<file path="src/rtl/fir4_avg_outbuf_if.sv">
// Valid/ready output stream of the fir4 moving-average buffer.
// The master side presents the FIFO head and the slave side returns out_ready.
interface fir4_avg_outbuf_if #(
  parameter int W = 16
);
  logic         out_valid;
  logic         out_ready;
  logic [W-1:0] out_data;

  modport master (output out_valid, output out_data, input out_ready);
  modport slave  (input out_valid, input out_data, output out_ready);
endinterface

</file>
<file path="src/rtl/fir4_avg_outbuf.sv">
// Output stage for the 4-tap moving-sum filter: warm-up discard, divide-by-4 scaling,
// and an overrun-counting FIFO. Define FIR4_AVG_ROUND_EN for round-half-up; truncates otherwise.
module fir4_avg_outbuf #(
  parameter int W     = 16,
  parameter int DEPTH = 8,
  parameter int DROP  = 4
) (
  input  logic                    clk,
  input  logic                    reset,
  input  logic                    in_valid,
  input  logic [W+1:0]            in_sum,
  fir4_avg_outbuf_if.master       out_if,
  output logic [$clog2(DEPTH):0]  level,
  output logic                    warm,
  output logic                    ovf,
  output logic [7:0]              drop_cnt,
  input  logic                    clr_ovf
);
  localparam int AW = $clog2(DEPTH);
  localparam int CW = (DROP > 1) ? $clog2(DROP) : 1;
`ifdef FIR4_AVG_ROUND_EN
  localparam logic [W+1:0] RND = (W+2)'(2);
`else
  localparam logic [W+1:0] RND = '0;
`endif

  logic [AW:0]   wr_q, wr_d, rd_q, rd_d;
  logic [CW-1:0] cnt_q, cnt_d;
  logic          warm_q, warm_d;
  logic          ovf_q, ovf_d;
  logic [7:0]    drop_q, drop_d;
  logic [W-1:0]  mem_q [DEPTH];
  logic [W-1:0]  mem_d [DEPTH];

  logic [W-1:0]  avg;
  logic [AW:0]   lvl;
  logic          full, pop, push_req, push_ok, overrun;

  // Bits [W+1:2] of the (optionally rounded) sum are the arithmetic shift by two.
  assign avg      = W'((in_sum + RND) >> 2);
  assign lvl      = wr_q - rd_q;
  assign full     = (lvl == (AW+1)'(DEPTH));
  assign pop      = (lvl != '0) && out_if.out_ready;
  assign push_req = warm_q && in_valid;
  assign push_ok  = push_req && (!full || pop);
  assign overrun  = push_req && full && !pop;

  always_comb begin
    wr_d   = wr_q;
    rd_d   = rd_q;
    cnt_d  = cnt_q;
    warm_d = warm_q;
    ovf_d  = ovf_q;
    drop_d = drop_q;
    mem_d  = mem_q;

    if (!warm_q && in_valid) begin
      if (cnt_q == CW'(DROP - 1)) warm_d = 1'b1;
      else                        cnt_d  = cnt_q + 1'b1;
    end

    if (push_ok) begin
      mem_d[wr_q[AW-1:0]] = avg;
      wr_d = wr_q + 1'b1;
    end
    if (pop) rd_d = rd_q + 1'b1;

    // A clear and an overrun on the same edge leave the flag set with one drop counted.
    if (clr_ovf) begin
      ovf_d  = 1'b0;
      drop_d = '0;
    end
    if (overrun) begin
      ovf_d = 1'b1;
      if (drop_d != 8'hFF) drop_d = drop_d + 1'b1;
    end
  end

  always_ff @(posedge clk) begin
    if (reset) begin
      wr_q   <= '0;
      rd_q   <= '0;
      cnt_q  <= '0;
      warm_q <= (DROP == 0);
      ovf_q  <= 1'b0;
      drop_q <= '0;
      for (int i = 0; i < DEPTH; i++) mem_q[i] <= '0;
    end else begin
      wr_q   <= wr_d;
      rd_q   <= rd_d;
      cnt_q  <= cnt_d;
      warm_q <= warm_d;
      ovf_q  <= ovf_d;
      drop_q <= drop_d;
      mem_q  <= mem_d;
    end
  end

  assign out_if.out_valid = (lvl != '0);
  assign out_if.out_data  = (lvl != '0) ? mem_q[rd_q[AW-1:0]] : '0;
  assign level            = lvl;
  assign warm             = warm_q;
  assign ovf              = ovf_q;
  assign drop_cnt         = drop_q;
endmodule

</file>
<file path="src/flat_wrapper.sv">
// flat-port wrapper written by rule: the top's interface ports become plain ports
module fir4_avg_outbuf_flat 
#(
  parameter int W     = 16,
  parameter int DEPTH = 8,
  parameter int DROP  = 4
)
  (clk, reset, in_valid, in_sum, level, warm, ovf, drop_cnt, clr_ovf, out_if_out_valid, out_if_out_data, out_if_out_ready);
  fir4_avg_outbuf_if #(.W(W)) out_if_i ();
  input  logic clk;
  input  logic reset;
  input  logic in_valid;
  input  logic [W+1:0] in_sum;
  output logic [$clog2(DEPTH):0] level;
  output logic warm;
  output logic ovf;
  output logic [7:0] drop_cnt;
  input  logic clr_ovf;
  output wire logic [$bits(out_if_i.out_valid)-1:0] out_if_out_valid;
  output wire logic [$bits(out_if_i.out_data)-1:0] out_if_out_data;
  input wire logic [$bits(out_if_i.out_ready)-1:0] out_if_out_ready;
  assign out_if_out_valid = out_if_i.out_valid;
  assign out_if_out_data = out_if_i.out_data;
  assign out_if_i.out_ready = out_if_out_ready;
  fir4_avg_outbuf #(.W(W), .DEPTH(DEPTH), .DROP(DROP)) u_core (.clk(clk), .reset(reset), .in_valid(in_valid), .in_sum(in_sum), .out_if(out_if_i), .level(level), .warm(warm), .ovf(ovf), .drop_cnt(drop_cnt), .clr_ovf(clr_ovf));
endmodule
</file>
<file path="config.mk">
export PLATFORM = sky130hd
export DESIGN_NAME = fir4_avg_outbuf_flat
export DESIGN_NICKNAME = d
export VERILOG_FILES = /design/src/rtl/fir4_avg_outbuf_if.sv /design/src/rtl/fir4_avg_outbuf.sv /design/src/flat_wrapper.sv
export SDC_FILE = /design/constraint.sdc
export NUM_CORES = 1
export LEC_CHECK = 0
export ABC_AREA = 1
export CORE_ASPECT_RATIO = 1.75
export CORE_MARGIN = 1
export CORE_UTILIZATION = 30
export CTS_BUF_LIST = sky130_fd_sc_hd__clkbuf_8 sky130_fd_sc_hd__clkbuf_16
export CTS_CLUSTER_DIAMETER = 30
export CTS_CLUSTER_SIZE = 12
export DETAILED_ROUTE_END_ITERATION = 16
export PLACE_DENSITY_LB_ADDON = 0.15
export SLEW_MARGIN = 10
export SYNTH_ARGS = -nofsm -noshare
export SYNTH_HDL_FRONTEND = slang
export SYNTH_SLANG_ARGS = --single-unit
</file>
<file path="constraint.sdc">
create_clock -name clk -period 2.9 [get_ports clk]
set_clock_uncertainty 0.15 [all_clocks]
set_input_delay 0.58 -clock clk [delete_from_list [all_inputs] [get_ports clk]]
set_output_delay 0.58 -clock clk [all_outputs]
set_load 0.01 [all_outputs]
</file>
==> results.sh, run 1 <==
export IMPL_gp_congestion=0.750
export IMPL_row_count=77
export IMPL_fin_tns_setup_ps=-2810
export IMPL_hpwlAfterDp_mm=14.9
export IMPL_sequentialPowerShare_pct=37.3
export IMPL_swShare_pct=31.9
export IMPL_p_sw_uw=1760
export IMPL_reg2reg_from="u_core.wr_q[0]$_SDFFE_PP0P_"
export IMPL_critical_path_buf_inv_count=6
export IMPL_hold_viol_final=0
export IMPL_criticalPathCategory="reg -> out"
export IMPL_status="finished, violations left"
export IMPL_vias_per_cell=4.81
export IMPL_overflow=0
export IMPL_rsz0062_at_grt="yes"
export IMPL_vias=7239
export IMPL_path_clk_slew_ps=60
export IMPL_grt_pass1_vias=6847
export IMPL_fp_dieW_um=123
export IMPL_filler_cell_count=2758
export IMPL_wl_per_cell_um=16.1
export IMPL_grt_pass1_wl_mm=38.3
export IMPL_grt_usage_pct=19.4
export IMPL_dieArea_sq_um=26300
export IMPL_start_util_pct=30.5
export IMPL_yosys_warnings=0
export IMPL_yosysSeqAreaShare_pct=38.5
export IMPL_power_density_nw_per_um2=604
export IMPL_internal_power_uw=3750
export IMPL_critical_path_startpoint_type="flip-flop"
export IMPL_io_pins=54
export IMPL_timing_reg2reg_setup_slack_ps=200
export IMPL_syn_nets=1178
export IMPL_worstHoldStart="u_core.cnt_q[1]$_SDFFE_PP0P_"
export IMPL_p_leak_uw=0.00390
export IMPL_drtIter0Drc=310
export IMPL_drt_pass1_iter_count=5
export IMPL_nets=1206
export IMPL_areaGrowthSynthToFinish_pct=18.4
export IMPL_cpLargestDelayFamily="adder cells"
export IMPL_yosys_area_top_type="dfxtp_1"
export IMPL_grt_max_degree=71
export IMPL_timing_critical_path_mode_cell="inv_4"
export IMPL_ys_ff_latch=148
export IMPL_postRouteAntennaNets=0
export IMPL_avgSynthCellArea_sq_um=6.72
export IMPL_critPathLaunch="u_core.wr_q[0]$_SDFFE_PP0P_"
export IMPL_slew_headroom_pct=58.3
export IMPL_cts_made_buffers=17
export IMPL_min_path_type="reg -> reg"
export IMPL_cts_sinks=148
export IMPL_crit_slowest_cell="fa_2"
export IMPL_max_freq_ghz=0.323
export IMPL_syn_area_sq_um=7700
export IMPL_antenna_found_initial=0
export IMPL_cap_violations=0
export IMPL_tightest_slew_ps=625
export IMPL_drive_above_1_share_pct=13.8
export IMPL_crit_chain="inv_2, ha_4, inv_4, fa_2, nor2_2, nand3_2, nand3b_1, inv_4, buf_12, buf_8, nor2_1, buf_2"
export IMPL_netlist_instances=1147
export IMPL_setup_viol=16
export IMPL_ir_drop_uv=270
export IMPL_core_sq_um=25200
export IMPL_crit_fanout=4
export IMPL_worstPathArrival_ps=2360
export IMPL_diodes=0
export IMPL_wl_mm=24.1
export IMPL_cts_tree="yes"
export IMPL_die_height_um=214
export IMPL_cp_required_ps=2170
export IMPL_synth_top_area_share_pct=38.5
export IMPL_finalCritPeriodShare_pct=107
export IMPL_clk_path_buf_depth=2
export IMPL_period_minus_slack_ps=3090
export IMPL_synth_cell_types=35
export IMPL_worstSetupEndpointType="output port"
export IMPL_io_buffer_count=51
export IMPL_cts_root_buf="clkbuf_16"
export IMPL_netlist_top_cells_area="dfxtp_1 (38%), nand2_1 (13%), nor2_1 (9.9%)"
export IMPL_drc=0
export IMPL_slew_violations=0
export IMPL_htreeDepth=4
export IMPL_clkPwrFrac_pct=38.1
export IMPL_clk_insertion_delay_late_ps=440
export IMPL_layout_setup_ws_ps=-192
export IMPL_pre_cts_slack_ps=-245
export IMPL_violations="setup timing"
export IMPL_power_frac_comb_pct=24.6
export IMPL_worst_path_largest_cell_delay_ps=440
[placed cells by master (no fill, tap or decap), drive strengths merged, types with 3 or more instances in the layout]
cell type | netlist | routed
nand2 | 279 | 279
nor2 | 208 | 208
dfxtp | 148 | 148
a21oi | 141 | 141
inv | 96 | 99
o21ai | 76 | 76
nand4 | 68 | 68
buf | 63 | 68
clkdlybuf4s50 | 0 | 30
clkbuf | 29 | 22
nand3 | 17 | 17
clkinv | 3 | 8
ha | 7 | 7
nor3 | 3 | 3
xor2 | 3 | 3
dlygate4sd2 | 0 | 3
[power by group through the flow]
stage	registers, uW	logic (uW)	clock network (uW)
global route	2060	1500	2240
global placement	2100	1370	0
detailed placement	2100	1370	0
finish	2060	1360	2100
CTS	2060	1370	2160
floorplan	2100	760	0
[per-layer routing]
layer / vias to the layer above / routed length, um / global-route usage, %
li1: 3730 / - / -
met1: 3355 / 10000 / 22.3
met2: 125 / 12800 / 34.7
met3: 29 / 790 / 3.38
met4: 0 / 535 / 7.67
met5: - / 0 / 0
[through the flow]
step | hold WS, ps | total power [uW] | util (%) | std cells | instance area [sq um]
6_report | 301 | 5510 | 36.1 | 1504 | 9120
5_1_grt | 323 | 5800 | 36.1 | 1504 | 9120
4_1_cts | 303 | 5580 | 36.1 | 1504 | 9110
3_5_place_dp | 293 | 3480 | 33.9 | 1470 | 8550
3_3_place_gp | 288 | 3470 | 33.9 | 1470 | 8550
2_1_floorplan | 278 | 2860 | - | 1147 | 7710
[worst min-delay path, cell delays in order, from the launching register on]
cell     delay [ps]
dfxtp_1         310
inv_1            50
a21oi_1          50
[Yosys cell counts]
cell and n:
a21oi_1 130, a21oi_2 11, buf_1 10, buf_12 3, buf_2 32, buf_4 11, buf_6 2, buf_8 5
clkbuf_1 29, clkinv_1 3, dfxtp_1 148, fa_1 1, ha_1 7, inv_1 94, inv_2 2, nand2_1 268
nand2_2 10, nand2_4 1, nand3_1 7, nand3_2 4, nand3_4 6, nand3b_1 2, nand4_1 67, nand4_2 1
nor2_1 203, nor2_2 3, nor2_4 1, nor2_8 1, nor3_1 3, nor3b_1 1, nor3b_2 1, o21ai_0 74
o21ai_1 2, o21bai_1 1, xor2_1 3
[area by class of cell]
| cell class | count | area [sq um] | area share, % |
|---|---|---|---|
| Clock buffer | 22 | 494 | 5.42 |
| Timing Repair Buffer | 101 | 938 | 10.3 |
| Multi-Input combinational cell | 808 | 3890 | 42.7 |
| Sequential cell | 148 | 2970 | 32.5 |
| Tap cell | 316 | 395 | 4.33 |
| Clock inverter | 10 | 55.1 | 0.603 |
| Inverter | 99 | 379 | 4.16 |
[timing repair]
action                                  4_1_cts  5_1_grt
gates resized for setup                      97        4
buffers inserted                              6        0
hold buffers                                  0        0
pin swaps                                     9        1
endpoints found under the setup margin       20       18
[cell families after synthesis]
family | share of synthesized area (%)
simple gates | 33.1
compound gates | 14.7
buf+inv | 11.9
flops | 38.5
fa+ha+maj | 1.40
xor+xnor | 0.341
[path summary, 6_finish.rpt]
| check | cells after the start | endpoint |
|---|---|---|
| max | 12 | out_if_out_data[10] |
| min | 2 | u_core.cnt_q[1]$_SDFFE_PP0P_ |
| max reg2reg | 13 | u_core.wr_q[3]$_SDFFE_PP0P_ |
| min reg2reg | 2 | u_core.cnt_q[1]$_SDFFE_PP0P_ |
[flip-flops by register name (all words and copies together), names as in the netlist]
signal and count:
u_core.drop_cnt 8, u_core.cnt_q 2, u_core.rd_q 4, u_core.wr_q 4
u_core.warm 1, u_core.mem_q 128, u_core.ovf 1
Note: power is estimated with default switching activity, not from simulation.
==> run 2: changes to the inputs <==
--- a/config.mk
+++ b/config.mk
@@ -13,6 +13,7 @@
 export CTS_CLUSTER_DIAMETER = 30
 export CTS_CLUSTER_SIZE = 12
 export DETAILED_ROUTE_END_ITERATION = 16
+export DONT_BUFFER_PORTS = 1
 export PLACE_DENSITY_LB_ADDON = 0.15
 export SLEW_MARGIN = 10
 export SYNTH_ARGS = -nofsm -noshare
==> run 2 against run 1 <==
Effect of this change:
- the flow still finishes with violations (setup timing)
- via count is 3.6% lower
- setup slack better by 11 ps
- maximum frequency grew 0.35%
- clock power rose by 16%
- power is 3.0% higher
- sequential power about the same
- first-iteration DRC count grew 15%
- global-route usage is 0.38 points lower
- core utilization fell by 1.8 points
- worst hold slack worse by 250 ps
- sequential cell count did not move
- critical path type unchanged
- largest cell class unchanged
==> results.sh, run 2 (same netlist as run 1, synthesis figures left out) <==
export IMPL_status="finished, violations left"
export IMPL_violations="setup timing"
export IMPL_finalCritPeriodShare_pct=106
export IMPL_worstPathArrival_ps=2350
export IMPL_pre_cts_slack_ps=126
export IMPL_worst_path_largest_cell_delay_ps=480
export IMPL_grt_usage_pct=19.0
export IMPL_io_pins=54
export IMPL_largest_reg_flops=128
export IMPL_p_leak_uw=0.00366
export IMPL_postRouteAntennaNets=0
export IMPL_final_cell_count_no_fill=1441
export IMPL_wl_per_cell_um=16.5
export IMPL_cp_required_ps=2170
export IMPL_nets=1144
export IMPL_cts_root_buf="clkbuf_16"
export IMPL_drt_pass1_iter_count=5
export IMPL_ir_drop_uv=350
export IMPL_row_count=77
export IMPL_fp_dieW_um=123
export IMPL_dieArea_sq_um=26300
export IMPL_period_minus_slack_ps=3080
export IMPL_cts_sinks=148
export IMPL_tightest_slew_ps=658
export IMPL_core_sq_um=25200
export IMPL_worstHoldStart="reset"
export IMPL_cts_made_buffers=17
export IMPL_layout_setup_ws_ps=-181
export IMPL_hpwlAfterDp_mm=14.6
export IMPL_crit_slowest_cell="fa_1"
export IMPL_diodes=0
export IMPL_gp_congestion=0.770
export IMPL_wl_mm=23.8
export IMPL_slew_headroom_pct=56.1
export IMPL_crit_chain="inv_2, ha_4, inv_4, fa_1, nor2_2, nand3_2, nand3b_1, inv_4, buf_12, nor2_4, buf_6"
export IMPL_worstSetupEndpointType="output port"
export IMPL_grt_pass1_wl_mm=37.5
export IMPL_max_freq_ghz=0.325
export IMPL_cts_tree="yes"
export IMPL_path_clk_slew_ps=60
export IMPL_hold_viol_final=0
export IMPL_grt_pass1_vias=6535
export IMPL_rsz0062_at_grt="yes"
export IMPL_regMostFlops="u_core.mem_q"
export IMPL_final_common_cell="nand2_1"
export IMPL_min_path_cells=1
export IMPL_drc=0
export IMPL_r2r_cells=13
export IMPL_criticalPathCategory="reg -> out"
export IMPL_crit_fanout=6
export IMPL_cap_violations=0
export IMPL_io_buffer_count=0
export IMPL_setup_viol=17
export IMPL_vias_per_cell=4.84
export IMPL_reg2reg_from="u_core.wr_q[0]$_SDFFE_PP0P_"
export IMPL_drive_above_1_share_pct=11.5
export IMPL_vias=6978
export IMPL_htreeDepth=4
export IMPL_slew_violations=0
export IMPL_cpLargestDelayFamily="adder cells"
export IMPL_grt_max_degree=132
export IMPL_die_height_um=214
export IMPL_power_density_nw_per_um2=656
export IMPL_layout_common_cells="nand2_1 (268), nor2_1 (193), dfxtp_1 (145)"
export IMPL_clk_insertion_delay_late_ps=440
export IMPL_drtIter0Drc=356
export IMPL_timing_reg2reg_setup_slack_ps=220
export IMPL_min_path_type="in -> reg"
export IMPL_areaGrowthSynthToFinish_pct=12.4
export IMPL_regToRegEndpoint="u_core.wr_q[3]$_SDFFE_PP0P_"
export IMPL_holdPathEnd="u_core.mem_q[56]$_SDFFE_PP0P_"
export IMPL_overflow=0
export IMPL_critical_path_startpoint_type="flip-flop"
export IMPL_start_util_pct=30.5
export IMPL_critical_path_buf_inv_count=5
export IMPL_clk_path_buf_depth=2
export IMPL_placedCellCount=1403
export IMPL_timing_critical_path_mode_cell="inv_4"
export IMPL_antenna_found_initial=0
run 2: cell types whose count changed in the layout (fill, tap and decap cells not counted), moves of 4 or more:
cell,before,now
clkdlybuf4s50_1,30,0
buf_2,15,0
buf_4,39,31
nor2_2,12,5
bufinv_16,0,5
nor2_4,4,9
buf_12,9,5
run 2: how the worst max path moves through the flow:
stage,start,end,slack (ps),depth (start not counted)
after detailed placement,u_core.wr_q[0]$_SDFFE_PP0P_,out_if_out_data[4],130,11
after global placement,u_core.wr_q[0]$_SDFFE_PP0P_,out_if_out_data[4],160,11
after global routing,u_core.wr_q[0]$_SDFFE_PP0P_,out_if_out_data[8],-300,11
after CTS,u_core.wr_q[0]$_SDFFE_PP0P_,out_if_out_data[8],-290,11
final,u_core.wr_q[0]$_SDFFE_PP0P_,out_if_out_data[8],-180,11
after floorplan,u_core.wr_q[0]$_SDFFE_PP0P_,out_if_out_data[10],20,10
run 2: layout make-up:
cell class                      count  area (sq um)
Clock buffer                       19           453
Clock inverter                     12           186
Fill cell                        2798         16600
Inverter                           99           379
Multi-Input combinational cell    808          3910
Sequential cell                   148          2970
Tap cell                          316           395
Timing Repair Buffer               39           367
run 2: where the power goes:
group | leakage [uW] | internal (uW) | switching (uW)
registers | 0.00119 | 2050 | 10.5
clock network | 0.000325 | 1550 | 888
logic | 0.00214 | 400 | 776
total | 0.00366 | 4000 | 1670
run 2: repair_timing:
item	4_1_cts	5_1_grt
pin swaps	9	4
cloned	1	0
endpoints found under the hold margin	0	0
hold buffers	0	0
endpoints found under the setup margin	17	32
buffers inserted	6	1
gates resized for setup	23	5
run 2: per-stage QoR:
| stage | area [sq um] | util (%) | setup TNS, ps | power, uW | hold slack, ps |
|---|---|---|---|---|---|
| floorplan | 7710 | - | 0 | 2860 | 278 |
| global placement | 7860 | 31.1 | 0 | 3140 | 284 |
| detailed placement | 7860 | 31.1 | 0 | 3150 | 295 |
| CTS | 8660 | 34.3 | -4110 | 5780 | 37.1 |
| global route | 8660 | 34.3 | -3790 | 5950 | 25.5 |
| finish | 8660 | 34.3 | -1730 | 5680 | 49.0 |
run 2: layer usage:
metal / global-route usage [%] / share of wire [%] / vias up
li1: - / - / 3605
met5: 0 / 0 / -
met4: 5.50 / 1.4 / 0
met1: 22.3 / 42 / 3227
met3: 4.05 / 4.0 / 18
met2: 33.9 / 53 / 128
